`config.mk`:
```
export PLATFORM = sky130hd
export DESIGN_NAME = moving_average_pow2
export DESIGN_NICKNAME = d
export VERILOG_FILES = /design/src/rtl/moving_average_pow2.sv
export SDC_FILE = /design/constraint.sdc
export NUM_CORES = 1
export LEC_CHECK = 0
export ABC_AREA = 0
export ABC_CLOCK_PERIOD_IN_PS = 9900
export CAP_MARGIN = 40
export CELL_PAD_IN_SITES_DETAIL_PLACEMENT = 1
export CELL_PAD_IN_SITES_GLOBAL_PLACEMENT = 2
export CORE_MARGIN = 2
export CORE_UTILIZATION = 52
export DETAILED_ROUTE_END_ITERATION = 6
export GPL_TIMING_DRIVEN = 0
export PLACE_DENSITY_LB_ADDON = 0.05
export SYNTH_ARGS = -nofsm -noshare
export SYNTH_HDL_FRONTEND = slang
export SYNTH_SLANG_ARGS = --single-unit
```
`constraint.sdc`:
```
create_clock -name clk -period 9.9 [get_ports clk]
set_input_delay 1.485 -clock clk [delete_from_list [all_inputs] [get_ports clk]]
set_output_delay 1.485 -clock clk [all_outputs]
set_load 0.01 [all_outputs]
```
`src/rtl/moving_average_pow2.sv`:
```
// Runtime-selectable 2^N-tap moving average: circular sample buffer plus running sum.
// Optional round-half-up divide when MOVAVG_ROUND_EN is defined (default: truncate toward -inf).
module moving_average_pow2 #(
  parameter int DATA_WIDTH   = 16,
  parameter int LOG2_MAX_LEN = 5
) (
  input  logic                                  clk,
  input  logic                                  rst,
  input  logic                                  ce,
  input  logic signed [DATA_WIDTH-1:0]          din,
  input  logic [$clog2(LOG2_MAX_LEN+1)-1:0]     log2_len,
  output logic signed [DATA_WIDTH-1:0]          dout,
  output logic                                  dout_valid,
  output logic                                  filled
);

  localparam int LW    = $clog2(LOG2_MAX_LEN + 1);
  localparam int PW    = LOG2_MAX_LEN;
  localparam int FW    = LOG2_MAX_LEN + 1;
  localparam int AW    = DATA_WIDTH + LOG2_MAX_LEN;
  localparam int DEPTH = 1 << LOG2_MAX_LEN;
  localparam logic [LW-1:0] MAX_L = LW'(LOG2_MAX_LEN);

  logic signed [DATA_WIDTH-1:0] mem [DEPTH];

  logic signed [AW-1:0]         acc, acc_n;
  logic [PW-1:0]                wr_ptr, rd_ptr;
  logic [FW-1:0]                fill_cnt, fill_n, win, win_n;
  logic [LW-1:0]                len_q, len_n, len_clamp;
  logic                         upd_q, filled_n, change;
  logic signed [DATA_WIDTH-1:0] old;
  logic signed [AW-1:0]         rnd, sum_r, quo;

  // NOTE: every always_comb output gets a default first so no path leaves it unassigned (no latch).
  always_comb begin
    len_clamp = (log2_len > MAX_L) ? MAX_L : log2_len;
    change    = (len_clamp != len_q);
    win       = FW'(1) << len_q;
    rd_ptr    = wr_ptr - win[PW-1:0];
    // Stale RAM contents are never read until the window has really been filled.
    old       = (fill_cnt == win) ? mem[rd_ptr] : '0;

    acc_n  = acc;
    fill_n = fill_cnt;
    len_n  = len_q;
    if (change) begin
      len_n = len_clamp;
      if (ce) begin
        acc_n  = AW'(din);
        fill_n = FW'(1);
      end else begin
        acc_n  = '0;
        fill_n = '0;
      end
    end else if (ce) begin
      acc_n  = acc + AW'(din) - AW'(old);
      fill_n = (fill_cnt == win) ? win : fill_cnt + FW'(1);
    end
    win_n    = FW'(1) << len_n;
    filled_n = (fill_n == win_n);
  end

  always_comb begin
`ifdef MOVAVG_ROUND_EN
    rnd   = (len_q == '0) ? '0 : (AW'(1) << (len_q - LW'(1)));
    sum_r = acc + rnd;
`else
    rnd   = '0;
    sum_r = acc;
`endif
    quo = sum_r >>> len_q;
  end

  // NOTE: sequential state uses non-blocking assignments so all registers see pre-edge values.
  always_ff @(posedge clk or posedge rst) begin
    if (rst) begin
      acc        <= '0;
      wr_ptr     <= '0;
      fill_cnt   <= '0;
      len_q      <= '0;
      upd_q      <= 1'b0;
      dout       <= '0;
      dout_valid <= 1'b0;
      filled     <= 1'b0;
    end else begin
      acc        <= acc_n;
      fill_cnt   <= fill_n;
      len_q      <= len_n;
      filled     <= filled_n;
      upd_q      <= ce;
      dout_valid <= upd_q;
      if (ce)    wr_ptr <= wr_ptr + PW'(1);
      // acc already holds the sample consumed one edge earlier; dout follows it here.
      if (upd_q) dout <= quo[DATA_WIDTH-1:0];
    end
  end

  // NOTE: the sample RAM is deliberately not reset; fill_cnt masks whatever it holds.
  always_ff @(posedge clk) begin
    if (ce) mem[wr_ptr] <= din;
  end

endmodule

```
==> key figures, run 1 <==
Global routing
  – GR Util All Layers: 0.266
  – Initial antenna violation count: 5
  – Largest net degree at the start of global routing: 39
  – Vias in the first global route: 14300
  – GRT overflow: 0
  – First-pass GRT wire length: 95300 um

Place
  – Place WS: 2.56 ns
  – GP Congestion: 0.828
  – I/O Buffers: 39
  – HPWL after detailed placement: 44700 um
  – Placed cell area: 26600 um^2

Power
  – Leak: 9.81 nW
  – Peak supply drop: 241 uV
  – Pwr/cell area: 303 nW/um^2

Finish
  – Area grow syn2layout: 15.1%
  – Final instance area: 28400 um^2
  – Nets: 1629
  – Filler cells: 4060
  – Layout cell share with drive strength beyond 1: 0.222

Critical path
  – Top Family by Delay on Critical Path: multiplexers
  – CP dominant cell by count: nand3_1
  – CP Data Required Time: 10.39 ns
  – Worst path bufs/invs: 5
  – Max stage delay on crit path: 0.60 ns
  – Crit path cell chain: buf_2, nor2_1, fa_1, clkbuf_1, buf_6, clkbuf_1, mux4_2, mux2i_1, mux4_2, nor2_1, fa_1, inv_1, ha_1, a2111oi_0, o21ai_1, nand3_1, a21oi_1, o31ai_1, mux2i_1, o21ai_1, nand3_1, nand3_1
  – WP data arrival: 7.57 ns
  – CP Capture Type: register
  – Critical path type: register to register
  – CP startpoint kind: register
  – Slowest-stage cell, CP: mux2i_1
  – Worst-path maximum fanout: 10

Yosys
  – Area of the mapped netlist: 24700 um^2
  – Sequential cell area fraction in the yosys report: 0.677
  – Synth warn: 0
  – Synth Flop Type: edfxtp_1
  – FFs w/ async S/R, synth: 0.0954
  – Post-synth EDFFs: 512
  – Syn avg cell area: 17.5 um^2
  – Cells after Synth: 1408
  – Syn Nets: 1481
  – Synthesized flop and latch total: 566
  – Post-synthesis cell type count: 60

Die
  – Die width: 222 um
  – Io pins: 40
  – Chip Height: 222 um
  – Core box area: 46800 um^2
  – Die ar.: 49200 um^2
  – Starting Density: 0.528
  – Site Rows: 79

Drt
  – Vias per inst: 6.05
  – DR pass1 iterations: 7
  – DRT iter0 DRCs: 1168
  – ANT nets after route: 0
  – Final WL: 63200 um
  – Routed length per placed instance: 28.6 um
  – DRC viols: 0
  – Via count: 13400

Hold path
  – Hold Crit Class: register to register

STA
  – Worst Tran Pin Value: 0.923 ns
  – Setup ws final: 2.82 ns
  – Max Clk Rate: 141 MHz
  – Max Transition Viols Final: 0
  – Rel. slew slack: 0.385
  – Final Cycle Share: 0.715
  – Fin crit period: 7.08 ns
  – Unrepaired setup endpoints after global routing: false
  – Setup TNS: 0 ns
  – WHS: 0.525 ns
  – Final Hold Vio Count: 0
  – Final setup vio count: 0
  – Skew final: 0.0284 ns

Clock network
  – Worst skew pair latency: 0.63 ns
  – Post-CTS Resized: 0
  – CTS Buf Count: 57
  – H-tree Lvls: 2
  – Clock-pin slew on the worst setup and hold paths: 0.06 ns
  – CTS tree: done
  – CTS Root Cell: clkbuf_16
  – Hold_buf cts: 0
  – Postcts setup bufs: 0
  – Clk sinks: 566
  – Longest Clk Path Bufs: 3

Run
  – Max-Cap Viols: 0

Status
  – Run status: finished clean
per-layer routing:
layer	track usage	vias up	share of wire	wire (um)
met5	0	-	0.00038	24
met4	0.0926	4	0.034	2120
met3	0.0468	117	0.059	3700
met2	0.426	426	0.48	30500
met1	0.374	6988	0.42	26800
li1	-	5819	-	-
layout make-up:
type,count,area [um^2],area share
Antenna cell,1,2.50,0.0000881
Sequential cell,566,16700,0.589
Inverter,87,327,0.0115
Buffer,69,294,0.0103
Multi-Input combinational cell,686,7430,0.261
Clock buffer,63,1450,0.0510
Tap cell,607,759,0.0267
Clock inverter,40,313,0.0110
Timing Repair Buffer,89,1120,0.0393
power by group:
group / total (mW) / internal (mW) / leakage [nW] / switching (mW)
logic: 3.72 / 1.59 / 3.66 / 2.13
clock network: 2.05 / 1.15 / 0.864 / 0.902
registers: 2.84 / 2.78 / 5.28 / 0.0659
logic make-up after synthesis:
family,share of synthesized area
AND/OR/NAND/NOR,0.0399
AO/OA/AOI/OAI,0.0393
XOR/XNOR,0.0103
multiplexers,0.176
adder cells (fa/ha/maj),0.0322
buffers and inverters,0.0251
flip-flops,0.677
final timing paths:
check	start	to	slack [ns]	cells past startpoint
setup / recovery	len_q[2]	acc[20]	2.82	22
hold / removal	dout[10]	dout[10]	0.52	2
setup reg to reg	len_q[2]	acc[20]	2.82	22
hold reg to reg	dout[10]	dout[10]	0.52	2
max in group asynchronous	rst	acc[18]	8.13	3
min in group asynchronous	rst	wr_ptr[3]	1.21	2
synthesized netlist by cell type (3+ instances only):
master	count	area share
a31oi_1	5	0.0013
dfrtp_1	54	0.055
nand2_1	42	0.0064
nand2b_1	10	0.0025
o31ai_1	14	0.0043
or2_2	3	0.00076
mux2i_1	94	0.038
o21ai_1	5	0.0010
mux4_2	151	0.14
nand3_1	18	0.0036
xnor2_1	17	0.0060
fa_1	21	0.017
clkbuf_1	38	0.0058
inv_1	85	0.013
ha_1	30	0.015
nor2_1	92	0.014
nand4_1	3	0.00076
a21o_1	9	0.0027
o211ai_1	15	0.0046
nor3_1	11	0.0022
and3_1	3	0.00076
a21oi_1	41	0.0083
o21ai_0	31	0.0063
nand3b_1	3	0.00091
edfxtp_1	512	0.62
buf_2	22	0.0045
buf_1	7	0.0011
nor2b_1	10	0.0025
xor2_1	12	0.0043
a211oi_1	8	0.0024
or3_1	6	0.0015
through the flow:
step	cells	power, mW	utilization
detailed placement	2103	6.64	0.570
CTS	2206	8.71	0.607
finish	2208	8.62	0.608
global placement	2054	6.49	0.553
global route	2207	9.04	0.608
floorplan	1408	5.34	-
worst register-to-register path: cells and delay by family, from the launching register on:
| kind | cells | cell delay, ns |
|---|---|---|
| fa+ha+maj | 3 | 1.34 |
| simple gates | 5 | 0.57 |
| buf+inv | 5 | 1.51 |
| compound gates | 5 | 1.33 |
| flops | 1 | 0.49 |
| mux | 4 | 1.74 |
cells in the final DEF, fill, tap and decap left out, drive strengths merged, types with 10 or more instances in the layout:
master,instances
edfxtp,512
mux4,151
clkbuf,101
mux2i,94
nor2,92
inv,88
buf,85
dfrtp,54
nand2,43
a21oi,42
o21ai,36
clkdlybuf4s50,35
clkinv,33
ha,30
fa,21
nand3,18
xnor2,17
o211ai,15
o31ai,14
xor2,12
nor3,11
nand2b,10
nor2b,10
sequential cells by signal, indices dropped and copies added, names as in the netlist:
| signal | flops |
|---|---|
| dout_valid | 1 |
| filled | 1 |
| wr_ptr | 5 |
| fill_cnt | 6 |
| upd_q | 1 |
| mem | 512 |
| len_q | 3 |
| dout | 16 |
| acc | 21 |
Power figures use the tool's default switching activity.
==> run 2, diff against run 1 <==
ABC_CLOCK_PERIOD_IN_PS = 7310   (was 9900)
CORE_UTILIZATION = 48   (was 52)
clock period = 7.31 ns   (was 9.9 ns; I/O delays follow)
==> run 2 against run 1 <==
  * Die area is 8.2% higher
  * Cell area barely moved
  * Sequential cell count is the same
  * Setup slack got worse by 2.4 ns
  * Clock skew down 0.012 ns
  * Sequential power rose by 36%
  * First-iteration DRC count down 10%
  * Sequential share of layout area is essentially flat
  * Routed wire length increased by 3.8%
  * Highest routed layer unchanged
==> key figures, run 2 (same netlist as run 1, synthesis figures left out) <==
Critical path
  – Slowest-stage cell, CP: dfrtp_1 (was mux2i_1)
  – Worst-path maximum fanout: 10 (unchanged)
  – Crit path cell chain: buf_2, nor2_1, fa_1, clkbuf_1, buf_8, clkbuf_1, mux4_2, mux2i_1, mux4_2, nor2_1, fa_1, inv_1, ha_1, a2111oi_0, o21ai_1, nand3_1, a21oi_1, o31ai_1, mux2i_1, o21ai_1, nand3_1, nand3_1 (was buf_2, nor2_1, fa_1, clkbuf_1, buf_6, clkbuf_1, mux4_2, mux2i_1, mux4_2, nor2_1, fa_1, inv_1, ha_1, a2111oi_0, o21ai_1, nand3_1, a21oi_1, o31ai_1, mux2i_1, o21ai_1, nand3_1, nand3_1)
  – R2R depth: 22 (unchanged)
  – Critical path type: register to register (unchanged)
  – RR Endpoint: acc[20] (unchanged)
  – Reg2Reg Setup Slack: 0.47 ns (was 2.82 ns)
  – Worst R2R Start: len_q[2] (unchanged)
  – CP Capture Type: register (unchanged)
  – CP Data Required Time: 7.80 ns (was 10.39 ns)
  – Worst path bufs/invs: 5 (unchanged)
  – Top Family by Delay on Critical Path: multiplexers (unchanged)
  – CP dominant cell by count: nand3_1 (unchanged)
  – WP data arrival: 7.33 ns (was 7.57 ns)
  – Critical Path Start: len_q[2] (unchanged)
  – CP startpoint kind: register (unchanged)
  – Max stage delay on crit path: 0.54 ns (was 0.60 ns)

Power
  – Pwr/cell area: 417 nW/um^2 (was 303 nW/um^2)
  – Leak: 9.78 nW (was 9.81 nW)
  – Peak supply drop: 253 uV (was 241 uV)
  – Final total power: 11.8 mW (was 8.62 mW)

Status
  – Run status: finished clean (unchanged)

Hold path
  – Hold Crit Class: register to register (unchanged)
  – HP Start: upd_q (was dout[10])
  – Hold EP: dout_valid (was dout[10])
  – Hold Path Depth: 0 (was 2)

Global routing
  – GRT overflow: 0 (unchanged)
  – Vias in the first global route: 14100 (was 14300)
  – Largest net degree at the start of global routing: 37 (was 39)
  – Initial antenna violation count: 2 (was 5)
  – GR Util All Layers: 0.256 (was 0.266)
  – First-pass GRT wire length: 97600 um (was 95300 um)

Finish
  – Multi-input logic area: 7430 um^2 (unchanged)
  – Most common cell after layout, fill and taps aside: edfxtp_1 (unchanged)
  – Area grow syn2layout: 15.1% (about the same)
  – Filler cells: 4658 (was 4060)
  – Top Registers: mem (512), acc (21), dout (16) (unchanged)
  – Final instance area: 28400 um^2 (about the same)
  – Largest Register: mem (unchanged)
  – Most frequent cells in the layout: 512 x edfxtp_1, 151 x mux4_2, 94 x mux2i_1 (unchanged)
  – FF/Latch Area: 16700 um^2 (unchanged)
  – Layout cell share with drive strength beyond 1: 0.225 (was 0.222)
  – Max FFs per register: 512 (unchanged)
  – Nets: 1622 (was 1629)

STA
  – Max Transition Viols Final: 0 (unchanged)
  – Final setup vio count: 0 (unchanged)
  – Final Hold Vio Count: 0 (unchanged)
  – Skew final: 0.0165 ns (was 0.0284 ns)
  – Worst Tran Pin Value: 0.971 ns (was 0.923 ns)
  – Setup TNS: 0 ns (unchanged)
  – Unrepaired setup endpoints after global routing: false (unchanged)
  – Final Cycle Share: 0.936 (was 0.715)
  – Max Clk Rate: 146 MHz (was 141 MHz)
  – Rel. slew slack: 0.351 (was 0.385)
  – Fin crit period: 6.84 ns (was 7.08 ns)

Drt
  – Vias per inst: 5.82 (was 6.05)
  – Routed length per placed instance: 28.8 um (was 28.6 um)
  – DRC viols: 0 (unchanged)
  – Via count: 13200 (was 13400)
  – ANT nets after route: 0 (unchanged)
  – DR pass1 iterations: 5 (was 7)
  – DRT iter0 DRCs: 1051 (was 1168)
  – Final WL: 65600 um (was 63200 um)

Clock network
  – CTS Root Cell: clkbuf_16 (unchanged)
  – CTS tree: done (unchanged)
  – Clock-pin slew on the worst setup and hold paths: 0.07 ns (was 0.06 ns)
  – Clk sinks: 566 (unchanged)
  – H-tree Lvls: 2 (unchanged)
  – Longest Clk Path Bufs: 3 (unchanged)
  – Hold_buf cts: 0 (unchanged)
  – Worst skew pair latency: 0.63 ns (about the same)
  – CTS Buf Count: 58 (was 57)

Die
  – Site Rows: 83 (was 79)
  – Chip Height: 231 um (was 222 um)
  – Core box area: 51100 um^2 (was 46800 um^2)
  – Io pins: 40 (unchanged)
  – Starting Density: 0.483 (was 0.528)
  – Die ar.: 53300 um^2 (was 49200 um^2)
  – Die width: 231 um (was 222 um)

Place
  – HPWL after detailed placement: 44600 um (was 44700 um)
  – I/O Buffers: 39 (unchanged)
  – Placed cell area: 26600 um^2 (about the same)
  – GP Congestion: 0.839 (was 0.828)

Run
  – Max-Cap Viols: 0 (unchanged)
[run 2: cell types whose count changed in the layout (fill, tap and decap cells not counted), sizes merged]
cell | previous run | this run
buf | 85 | 86
clkinv | 33 | 25
bufinv | 4 | 5
clkdlybuf4s50 | 35 | 27
clkinvlp | 2 | 3
inv | 88 | 89
clkbuf | 101 | 106
[run 2: repair_timing]
action,in CTS,in global routing
setup buffers,0,0
resized for setup,0,6
setup endpoints to repair,0,3
[run 2: how the worst max path moves through the flow]
stage,to,slack [ns],depth (start not counted)
after CTS,acc[20],0.27,23
after global placement,acc[20],0.02,22
after global routing,acc[20],0.01,24
final,acc[20],0.47,22
after floorplan,acc[20],1.84,19
after detailed placement,acc[20],0.35,23
[run 2: area by class of cell]
cell class / instances / share of cell area
Sequential cell: 566 / 0.589
Multi-Input combinational cell: 686 / 0.261
Clock buffer: 69 / 0.0525
Timing Repair Buffer: 82 / 0.0343
Tap cell: 680 / 0.0299
Inverter: 87 / 0.0115
Clock inverter: 35 / 0.0114
Buffer: 68 / 0.0103
Antenna cell: 1 / 0.0000881
[run 2: routing by layer]
layer,wire length [um],track usage,vias to the layer above
met5,13,0,-
met4,1910,0.0855,2
met3,2800,0.0304,96
met2,32000,0.415,309
met1,28800,0.364,7023
li1,-,-,5804
[run 2: power breakdown]
group	total [mW]	switching [mW]	internal, mW	leakage (nW)
Sequential	3.85	0.0897	3.76	5.28
Combinational	5.12	2.97	2.14	3.62
Clock	2.87	1.24	1.63	0.878
Total	11.8	4.30	7.53	9.78
[run 2: through the flow]
step	setup slack [ns]	instances	util	hold slack, ns
after global routing	0.0115	2273	0.556	0.513
after CTS	0.269	2274	0.556	0.500
after detailed placement	0.347	2170	0.521	0.487
after floorplan	1.84	1408	-	0.427
final	0.468	2274	0.556	0.492
after global placement	0.0211	2127	0.508	0.477
[run 2: worst register-to-register path, cell delays in order (launching register included)]
cell and delay (ns):
dfrtp_1 0.54, buf_2 0.32, nor2_1 0.11, fa_1 0.50, clkbuf_1 0.42, buf_8 0.23, clkbuf_1 0.53, mux4_2 0.42
mux2i_1 0.50, mux4_2 0.36, nor2_1 0.05, fa_1 0.49, inv_1 0.04, ha_1 0.20, a2111oi_0 0.38, o21ai_1 0.23
nand3_1 0.18, a21oi_1 0.12, o31ai_1 0.49, mux2i_1 0.30, o21ai_1 0.10, nand3_1 0.12, nand3_1 0.09
